File: src/rtl/dcache_direct_wb.sv
// Direct-mapped, write-back, write-allocate data cache between the core's
// data port and a slow line-oriented main memory.
//
// Ports:
//   clk, rst                   clock, synchronous active-high reset
//   proc_read, proc_write      word request from the core, held while stalled
//   proc_addr[29:0]            word address {tag, index, offset[1:0]}
//   proc_wdata[31:0]           store data
//   proc_stall                 request not completing this cycle
//   proc_rdata[31:0]           load data, valid when read and not stalled
//   mem_read, mem_write        line refill / line write-back request
//   mem_addr[27:0]             line address {tag, index}
//   mem_wdata[127:0]           victim line, word 0 in [31:0]
//   mem_ready                  one-cycle completion pulse from memory
//   mem_rdata[127:0]           refill line, valid with mem_ready
module dcache_direct_wb #(
  parameter int NUM_LINES = 8
) (
  input  logic         clk,
  input  logic         rst,
  input  logic         proc_read,
  input  logic         proc_write,
  input  logic [29:0]  proc_addr,
  input  logic [31:0]  proc_wdata,
  output logic         proc_stall,
  output logic [31:0]  proc_rdata,
  output logic         mem_read,
  output logic         mem_write,
  output logic [27:0]  mem_addr,
  output logic [127:0] mem_wdata,
  input  logic         mem_ready,
  input  logic [127:0] mem_rdata
);

  localparam int IW = $clog2(NUM_LINES);
  localparam int TW = 28 - IW;

  typedef enum logic [1:0] {IDLE, WRITEBACK, ALLOCATE} state_t;

  state_t               state;
  state_t               state_nxt;
  logic [NUM_LINES-1:0] valid;
  logic [NUM_LINES-1:0] dirty;
  logic [TW-1:0]        tags  [NUM_LINES];
  logic [127:0]         lines [NUM_LINES];

  logic [IW-1:0] idx;
  logic [TW-1:0] tag;
  logic [1:0]    off;
  logic [6:0]    bit_off;
  logic          req;
  logic          hit;
  logic          write_hit;
  logic          refill;
  logic [127:0]  line_cur;
  logic [127:0]  line_wr;

  assign off      = proc_addr[1:0];
  assign idx      = proc_addr[IW+1:2];
  assign tag      = proc_addr[29:IW+2];
  assign bit_off  = {off, 5'd0};
  assign req      = proc_read | proc_write;
  assign hit      = valid[idx] && (tags[idx] == tag);
  assign line_cur = lines[idx];

  assign proc_rdata = line_cur[bit_off +: 32];
  assign mem_wdata  = line_cur;
  assign proc_stall = req & ~((state == IDLE) & hit) & ~rst;

  // A simultaneous read and write is treated as a write.
  assign write_hit = proc_write & (state == IDLE) & hit & ~rst;
  assign refill    = (state == ALLOCATE) & mem_ready & ~rst;

  always_comb begin
    line_wr = line_cur;
    line_wr[bit_off +: 32] = proc_wdata;
  end

  always_comb begin
    state_nxt = state;
    mem_read  = 1'b0;
    mem_write = 1'b0;
    mem_addr  = {tag, idx};
    case (state)
      IDLE: begin
        if (req && !hit) begin
          state_nxt = (valid[idx] && dirty[idx]) ? WRITEBACK : ALLOCATE;
        end
      end
      WRITEBACK: begin
        mem_write = 1'b1;
        mem_addr  = {tags[idx], idx};
        if (mem_ready) begin
          state_nxt = ALLOCATE;
        end
      end
      ALLOCATE: begin
        mem_read = 1'b1;
        if (mem_ready) begin
          state_nxt = IDLE;
        end
      end
      default: state_nxt = IDLE;
    endcase
  end

  // Control state: FSM plus per-line valid/dirty bits.
  always_ff @(posedge clk) begin
    if (rst) begin
      state <= IDLE;
      valid <= '0;
      dirty <= '0;
    end else begin
      state <= state_nxt;
      if (refill) begin
        valid[idx] <= 1'b1;
        dirty[idx] <= 1'b0;
      end else if (write_hit) begin
        dirty[idx] <= 1'b1;
      end
    end
  end

  // Tag and data storage carry no reset; valid bits qualify them.
  always_ff @(posedge clk) begin
    if (refill) begin
      lines[idx] <= mem_rdata;
      tags[idx]  <= tag;
    end else if (write_hit) begin
      lines[idx] <= line_wr;
    end
  end

endmodule

File: config.mk
export PLATFORM = sky130hd
export DESIGN_NAME = dcache_direct_wb
export DESIGN_NICKNAME = d
export VERILOG_FILES = /design/src/rtl/dcache_direct_wb.sv
export SDC_FILE = /design/constraint.sdc
export NUM_CORES = 1
export LEC_CHECK = 0
export ABC_AREA = 1
export CORE_MARGIN = 1.5
export CORE_UTILIZATION = 40
export CTS_CLUSTER_DIAMETER = 150
export DETAILED_ROUTE_END_ITERATION = 7
export RECOVER_POWER = 100
export REMOVE_ABC_BUFFERS = 1
export SLEW_MARGIN = 5
export SYNTH_ARGS = -nofsm -noshare
export SYNTH_HDL_FRONTEND = slang
export SYNTH_SLANG_ARGS = --single-unit
File: constraint.sdc
create_clock -name clk -period 14.1 [get_ports clk]
set_clock_uncertainty 0.05 [all_clocks]
set_input_delay 1.41 -clock clk [delete_from_list [all_inputs] [get_ports clk]]
set_output_delay 1.41 -clock clk [all_outputs]
set_load 0.02 [all_outputs]
==> impl_results.md, run 1 <==
- Yosys warnings: 0
- Wirelength, routed: 154000 um
- Achievable Freq: 0.0904 GHz
- TritonCTS clock tree: built
- Number of setup violations in the final report: 0
- Aggregate global routing overflow: 0
- Buffer cell driving the clock tree root: sky130_fd_sc_hd__clkbuf_16
- Min-delay worst type: flop to flop
- Share of flip-flops with an asynchronous set or reset: 0%
- Final estimated routing congestion in global placement: 0.823
- Initial Utilization: 40.5%
- Run status: finished, violations left
- Floorplan Core Area: 0.128 mm^2
- Length of the first detailed-routing pass in iterations: 6
- Power density normalized to cell area: 132 mW/mm^2
- Most repeated library cell on the critical path: sky130_fd_sc_hd__nand2_1
- Most frequent cells after synthesis: sky130_fd_sc_hd__edfxtp_1 (1224), sky130_fd_sc_hd__nand2_1 (785), sky130_fd_sc_hd__inv_1 (655)
- Worst path cell trace: clkbuf_1, inv_1, clkbuf_1, or2_2, nand2_1, nand2_1, o21bai_1, nand3_1, nor2_1, nand2_1, nor2_1, nand3_4, buf_4, nand2_1, nand2_1, inv_6, clkbuf_2
- Crit path setup slack, layout: 3.03 ns
- Chip height: 363 um
- Category of the worst setup path launch point: input pin
- Global-route wire length before repair: 224000 um
- Endpoints failing hold: 0
- Fraction of synthesized cell area taken by the top area cell type: 70.9%
- R2R setup slack: 8.27 ns
- Internal Pwr Total: 6.16 mW
- Top fanout value on the critical path: 74
- Biggest area contributors in the synthesized netlist: sky130_fd_sc_hd__edfxtp_1 (71%), sky130_fd_sc_hd__nand2_1 (5.7%), sky130_fd_sc_hd__inv_1 (4.7%)
- Initial antenna violation count: 14
- Horiz. Die Dim: 363 um
- Net Sw Frac: 23.9%
- Crit path buffers/inverters: 6
- Max incr delay on CP: 1.94 ns
- CP arrival: 11.33 ns
- Total clock sinks: 1242
- Share of the cycle needed by the critical path after routing: 78.5%
- Post-synthesis instance total: 4217
- EDFF count, synth: 1224
- Logic pwr share: 9.1%
- Clock transition at the registers of the reported paths: 0.05 ns
- Most frequent cell after synthesis: sky130_fd_sc_hd__edfxtp_1
- Critical path class: input pin to flop
- Routed wire length per instance: 24.1 um
- Most used DFF post-synth: sky130_fd_sc_hd__edfxtp_1
- Crit. End Element: flop
- Resize count post-CTS: 0
- Worst-case reg-to-reg path depth: 17
- Overall die area: 0.132 mm^2
- Netlist area before placement: 0.0518 mm^2
- End of the worst register-to-register path: lines[1][1]
- Estimated wirelength of the detail-placed design: 84400 um
- Ports: 386
- Actual slew at the worst max-slew pin: 3.55 ns
- Final critical-path required period: 11.07 ns
- Number of pins exceeding their max-slew limit in the final report: 585
- Hold-critical path depth: 2
- Beginning of the worst register-to-register path: tags[4][18]
- Post-CTS Hold Fix Bufs: 0
- Clock latency of the later-clocked register in the worst-skew pair: 0.74 ns
- Synthesized area per cell: 12.3 um^2
- Cell family with most CP delay: buffers and inverters
- Global routing usage summed across all routing layers: 23.0%
- Pin count of the biggest net entering global routing: 134
- Number of buffers added by the clock tree synthesis step: 133
- Required time worst endpoint: 14.36 ns
- Worst path slowest cell: sky130_fd_sc_hd__clkbuf_1
- Failing checks: capacitance limit, slew limit
- Sequential cell fraction of total power: 50.5%
- Flop and latch count out of synthesis: 1242
- Total number of vias: 34.9k
- Highest ir drop seen on vdd: 0.121 mV
- Max-capacitance violation count: 14
- IO Port Bufs: 385
- RSZ-0062 raised after global routing: no
- Share of final-layout standard cells stronger than drive strength 1: 5.74%
- Row count: 131
- Antenna-violating nets left: 0
- # DRC: 0
- Clock power share: 40.4%
- Ratio of routed vias to standard cells: 5.47
- Net switching power: 1.94 mW
- Share of the yosys chip area belonging to registers: 71.6%
- Static power due to leakage: 22.3 nW
- Setup TNS: 0 ns
- Via count of the first global-routing pass: 33.4k
- Largest area contributor in the netlist: sky130_fd_sc_hd__edfxtp_1
- Worst slack at placement: 5.48 ns
- Signed area change from the synthesized netlist to the final layout: 18.3%
- Clk buf depth: 3
- Total Nets Final: 4754
- Yosys cell types: 41
- Max-slew headroom: -138%
- Setup fix buffers added after clock tree synthesis: 0
- Violation count after the first detailed-routing iteration: 3477
- H-Tree Depth: 4
==> layout by cell type, fill, tap and decap left out, types with 23 or more instances in the layout <==
master,n
sky130_fd_sc_hd__o22ai_1,118
sky130_fd_sc_hd__nand2_1,783
sky130_fd_sc_hd__clkbuf_1,51
sky130_fd_sc_hd__a22oi_1,50
sky130_fd_sc_hd__inv_1,646
sky130_fd_sc_hd__a22o_1,245
sky130_fd_sc_hd__clkdlybuf4s50_1,172
sky130_fd_sc_hd__dlygate4sd3_1,210
sky130_fd_sc_hd__nor2_1,170
sky130_fd_sc_hd__o21ai_0,264
sky130_fd_sc_hd__buf_4,35
sky130_fd_sc_hd__clkbuf_16,136
sky130_fd_sc_hd__nand3_1,81
sky130_fd_sc_hd__a221oi_1,125
sky130_fd_sc_hd__or2_2,23
sky130_fd_sc_hd__edfxtp_1,1224
sky130_fd_sc_hd__a21oi_1,47
sky130_fd_sc_hd__nand4_1,77
sky130_fd_sc_hd__clkinv_1,29
==> registers in the layout, indices dropped and copies added, names as in the netlist, named ones only <==
name,count
tags,200
lines,1024
state,2
valid,8
==> metrics by stage <==
stage               hold WS, ns  total power [mW]  util [%]  cell area (um^2)  cells
CTS                       0.399              8.17      48.0             61500   6384
finish                    0.401              8.10      47.9             61300   6386
floorplan                 0.374              4.54         -             50800   3980
detailed placement        0.390              4.92      44.8             57400   6148
global route              0.428              8.35      47.9             61300   6385
global placement          0.386              4.92      44.8             57400   6148
==> logic make-up (layout without fill, tap and decap cells) <==
family	after synthesis	in the layout	share of synthesized area [%]
fa+ha+maj	5	5	0.121
simple gates	1183	1183	9.48
compound gates	886	886	12.0
other cells	0	2	0
xor+xnor	2	2	0.0338
flops	1242	1242	71.6
buf+inv	899	1337	6.82
==> power groups by stage <==
stage	sequential (mW)	combinational, mW	clock (mW)
after floorplan	4.17	0.367	0
after global placement	4.17	0.750	0
after detailed placement	4.17	0.754	0
after CTS	4.09	0.758	3.32
after global routing	4.09	0.789	3.46
final	4.09	0.734	3.27
==> worst max-delay path by stage <==
| stage | endpoint | slack, ns | startpoint | cells after the start |
|---|---|---|---|---|
| after CTS | proc_rdata[31] | 5.45 | proc_addr[3] | 13 |
| after floorplan | lines[5][0] | 0.18 | proc_addr[2] | 14 |
| final | lines[1][1] | 3.03 | proc_addr[2] | 17 |
| after global routing | lines[1][107] | 2.52 | proc_addr[2] | 18 |
| after global placement | proc_rdata[31] | 5.52 | proc_addr[3] | 13 |
| after detailed placement | proc_rdata[31] | 5.48 | proc_addr[3] | 13 |
==> tightest hold or removal path: stages (launching register included) <==
cell	delay, ns
sky130_fd_sc_hd__dfxtp_1	0.31
sky130_fd_sc_hd__inv_1	0.05
sky130_fd_sc_hd__a21oi_1	0.05
==> area by class of cell <==
type | instances | area (um^2)
tap | 1729 | 2160
clock inverter | 61 | 484
multi-input combinational | 2076 | 11200
inverter | 662 | 2540
antenna | 2 | 5.00
fill | 11281 | 66700
timing repair buffer | 439 | 4240
sequential | 1242 | 37100
clock buffer | 175 | 3560
==> metal layers <==
metal | track usage [%] | share of wire (%) | vias to the layer above
met3 | 4.98 | 9.0 | 239
met1 | 32.3 | 43 | 17403
met2 | 36.1 | 45 | 1557
li1 | - | - | 15712
met5 | 0 | 0.026 | -
met4 | 6.56 | 2.5 | 6
Power figures use the tool's default switching activity.
==> inputs of run 2 (changes only) <==
==> constraint.sdc (replaced) <==
create_clock -name clk -period 10.9 [get_ports clk]
set_clock_uncertainty 0.05 [all_clocks]
set_input_delay 1.09 -clock clk [delete_from_list [all_inputs] [get_ports clk]]
set_output_delay 1.09 -clock clk [all_outputs]
set_load 0.02 [all_outputs]
==> run 2 against run 1 <==
The run still ends with capacitance limit, slew limit left. Clock-buffer cell count down 7. Non-clock buffer count up 10. Cell count about the same. Critical path type is now input pin to output pin. Worst setup slack worse by 1.2 ns. Hold slack about the same. Sequential share of layout area about the same.
==> impl_results.md, run 2 (same netlist as run 1, synthesis figures left out) <==
- Run status: finished, violations left
- Failing checks: capacitance limit, slew limit
- Top flop regs: lines: 1024 flops, tags: 200 flops, valid: 8 flops
- Antenna-violating nets left: 0 (unchanged)
- TritonCTS clock tree: built
- Row count: 131 (unchanged)
- Highest ir drop seen on vdd: 0.143 mV (+18%)
- Power density normalized to cell area: 171 mW/mm^2 (+29%)
- Max-capacitance violation count: 18 (+4)
- Placed insts: 6158 (+0.16%)
- Length of the first detailed-routing pass in iterations: 5 (-1)
- Via count of the first global-routing pass: 33.1k (-0.80%)
- Global-route wire length before repair: 223000 um (-0.13%)
- Violation count after the first detailed-routing iteration: 3716 (+6.9%)
- Final hold slack: 0.401 ns (+0.000116 ns)
- Total chip power: 10.5 mW (+29%)
- Ports: 386 (unchanged)
- Overall die area: 0.132 mm^2 (unchanged)
- Share of the cycle needed by the critical path after routing: 82.7%
- Chip height: 363 um (unchanged)
- Min-delay worst type: flop to flop
- Setup TNS: 0 ns (unchanged)
- Buffer cell driving the clock tree root: sky130_fd_sc_hd__clkbuf_16
- Total number of vias: 34.8k (-0.40%)
- Category of the worst setup path launch point: input pin
- Most common cell after layout, fill and taps aside: sky130_fd_sc_hd__edfxtp_1
- Initial Utilization: 40.5% (unchanged)
- Floorplan Core Area: 0.128 mm^2 (unchanged)
- CP arrival: 7.88 ns (-3.45 ns)
- Routed wire length per instance: 24.2 um (+0.39%)
- Final critical-path required period: 9.02 ns
- Register with the highest flop count: lines
- Total Nets Final: 4761 (+0.15%)
- Clk buf depth: 3 (unchanged)
- Initial antenna violation count: 8 (-6)
- Static power due to leakage: 22.3 nW (about the same)
- Setup fix buffers added after clock tree synthesis: 0 (unchanged)
- Worst slack at placement: 2.99 ns (-2.49 ns)
- Aggregate global routing overflow: 0 (unchanged)
- IO Port Bufs: 385 (unchanged)
- Signed area change from the synthesized netlist to the final layout: 18.4% (about the same)
- Estimated wirelength of the detail-placed design: 89200 um (+5.6%)
- Number of filler cells placed in the layout: 11.3k (+0.044%)
- Post-CTS Hold Fix Bufs: 0 (unchanged)
- Share of final-layout standard cells stronger than drive strength 1: 5.95% (+0.21 points)
- # DRC: 0 (unchanged)
- Final standard cell area without fillers: 0.0614 mm^2 (about the same)
- Final estimated routing congestion in global placement: 0.827 (+0.52%)
- Clock latency of the later-clocked register in the worst-skew pair: 0.74 ns (about the same)
- Ratio of routed vias to standard cells: 5.44 (-0.44%)
- Most frequent cells in the layout: sky130_fd_sc_hd__edfxtp_1 (1224), sky130_fd_sc_hd__nand2_1 (782), sky130_fd_sc_hd__inv_1 (647)
- Non-filler instance count after layout: 6389 (+0.047%)
- Horiz. Die Dim: 363 um (unchanged)
- Required time worst endpoint: 9.76 ns (-4.60 ns)
- H-Tree Depth: 4 (unchanged)
- Endpoints failing hold: 0 (unchanged)
- Crit. End Element: output pin
- Global routing usage summed across all routing layers: 23.0% (-0.042 points)
- Critical path class: input pin to output pin
- Clock transition at the registers of the reported paths: 0.06 ns (about the same)
- Wirelength, routed: 155000 um (+0.44%)
- Resize count post-CTS: 0 (unchanged)
- Achievable Freq: 0.111 GHz
- Number of pins exceeding their max-slew limit in the final report: 705 (+21%)
- Crit path setup slack, layout: 1.88 ns (-1.15 ns)
- Number of setup violations in the final report: 0 (unchanged)
- Actual slew at the worst max-slew pin: 3.89 ns (+0.337 ns)
- Total clock sinks: 1242 (unchanged)
- Number of flip-flops under the largest register name: 1024 (unchanged)
- Post-layout util: 47.9% (about the same)
- Top fanout value on the critical path: 58 (-22%)
- R2R setup slack: 5.29 ns (-2.98 ns)
- Max-slew headroom: -159% (-22 points)
- Pin count of the biggest net entering global routing: 85 (-37%)
- RSZ-0062 raised after global routing: no
- Post-place instance area: 0.0574 mm^2 (about the same)
- Number of buffers added by the clock tree synthesis step: 130 (-2.3%)
[run 2: cell count changes in the layout (fill, tap and decap cells not counted), moves of 2 or more]
cell / delta
sky130_fd_sc_hd__nor2_1: -3
sky130_fd_sc_hd__buf_4: +12
sky130_fd_sc_hd__clkinv_1: -3
sky130_fd_sc_hd__buf_12: -4
sky130_fd_sc_hd__dlygate4sd3_1: +3
sky130_fd_sc_hd__clkdlybuf4s50_1: -3
sky130_fd_sc_hd__nor2_4: +3
sky130_fd_sc_hd__clkbuf_16: -4
sky130_fd_sc_hd__bufinv_16: +3
sky130_fd_sc_hd__clkinv_8: +4
sky130_fd_sc_hd__inv_6: -5
sky130_fd_sc_hd__clkinvlp_4: +2
[run 2: area by class of cell]
| type | instances | area, um^2 | share of cell area [%] |
|---|---|---|---|
| diodes | 1 | 2.50 | 0.00408 |
| clock buffers | 168 | 3440 | 5.60 |
| clock inverters | 62 | 586 | 0.954 |
| inverters | 662 | 2530 | 4.13 |
| multi-input cells | 2076 | 11300 | 18.4 |
| flip-flops and latches | 1242 | 37100 | 60.5 |
| well taps | 1729 | 2160 | 3.53 |
| repair buffers | 449 | 4260 | 6.94 |
[run 2: report_power, final]
part	internal (mW)	switching, mW	total [mW]
sequential	5.28	0.00858	5.29
combinational	0.312	0.644	0.956
clock	2.37	1.85	4.22
total	7.97	2.50	10.5
[run 2: layer usage]
layer	up-vias	share of wire, %	track usage (%)
met5	-	0.023	0
met4	6	2.2	5.75
met3	205	8.3	4.16
met2	1470	46	36.1
met1	17429	43	33.1
li1	15669	-	-
[run 2: worst max-delay path, stage by stage]
cell	delay, ns
sky130_fd_sc_hd__dlygate4sd3_1	0.93
sky130_fd_sc_hd__nand2_1	0.55
sky130_fd_sc_hd__nor2_4	0.47
sky130_fd_sc_hd__clkbuf_1	2.75
sky130_fd_sc_hd__a22o_1	0.47
sky130_fd_sc_hd__a221oi_1	0.06
sky130_fd_sc_hd__nand2_1	0.20
sky130_fd_sc_hd__inv_1	0.09
sky130_fd_sc_hd__o21ai_0	0.14
sky130_fd_sc_hd__a21oi_1	0.06
sky130_fd_sc_hd__nor2_1	0.13
sky130_fd_sc_hd__dlygate4sd3_1	0.84
[run 2: worst paths after layout]
path / start / end / depth (start not counted)
worst max-delay path: proc_addr[3] / proc_rdata[25] / 12
worst min-delay path: flop / flop / 2
worst max register to register: tags[1][3] / lines[5][41] / 16
worst min register to register: flop / flop / 2
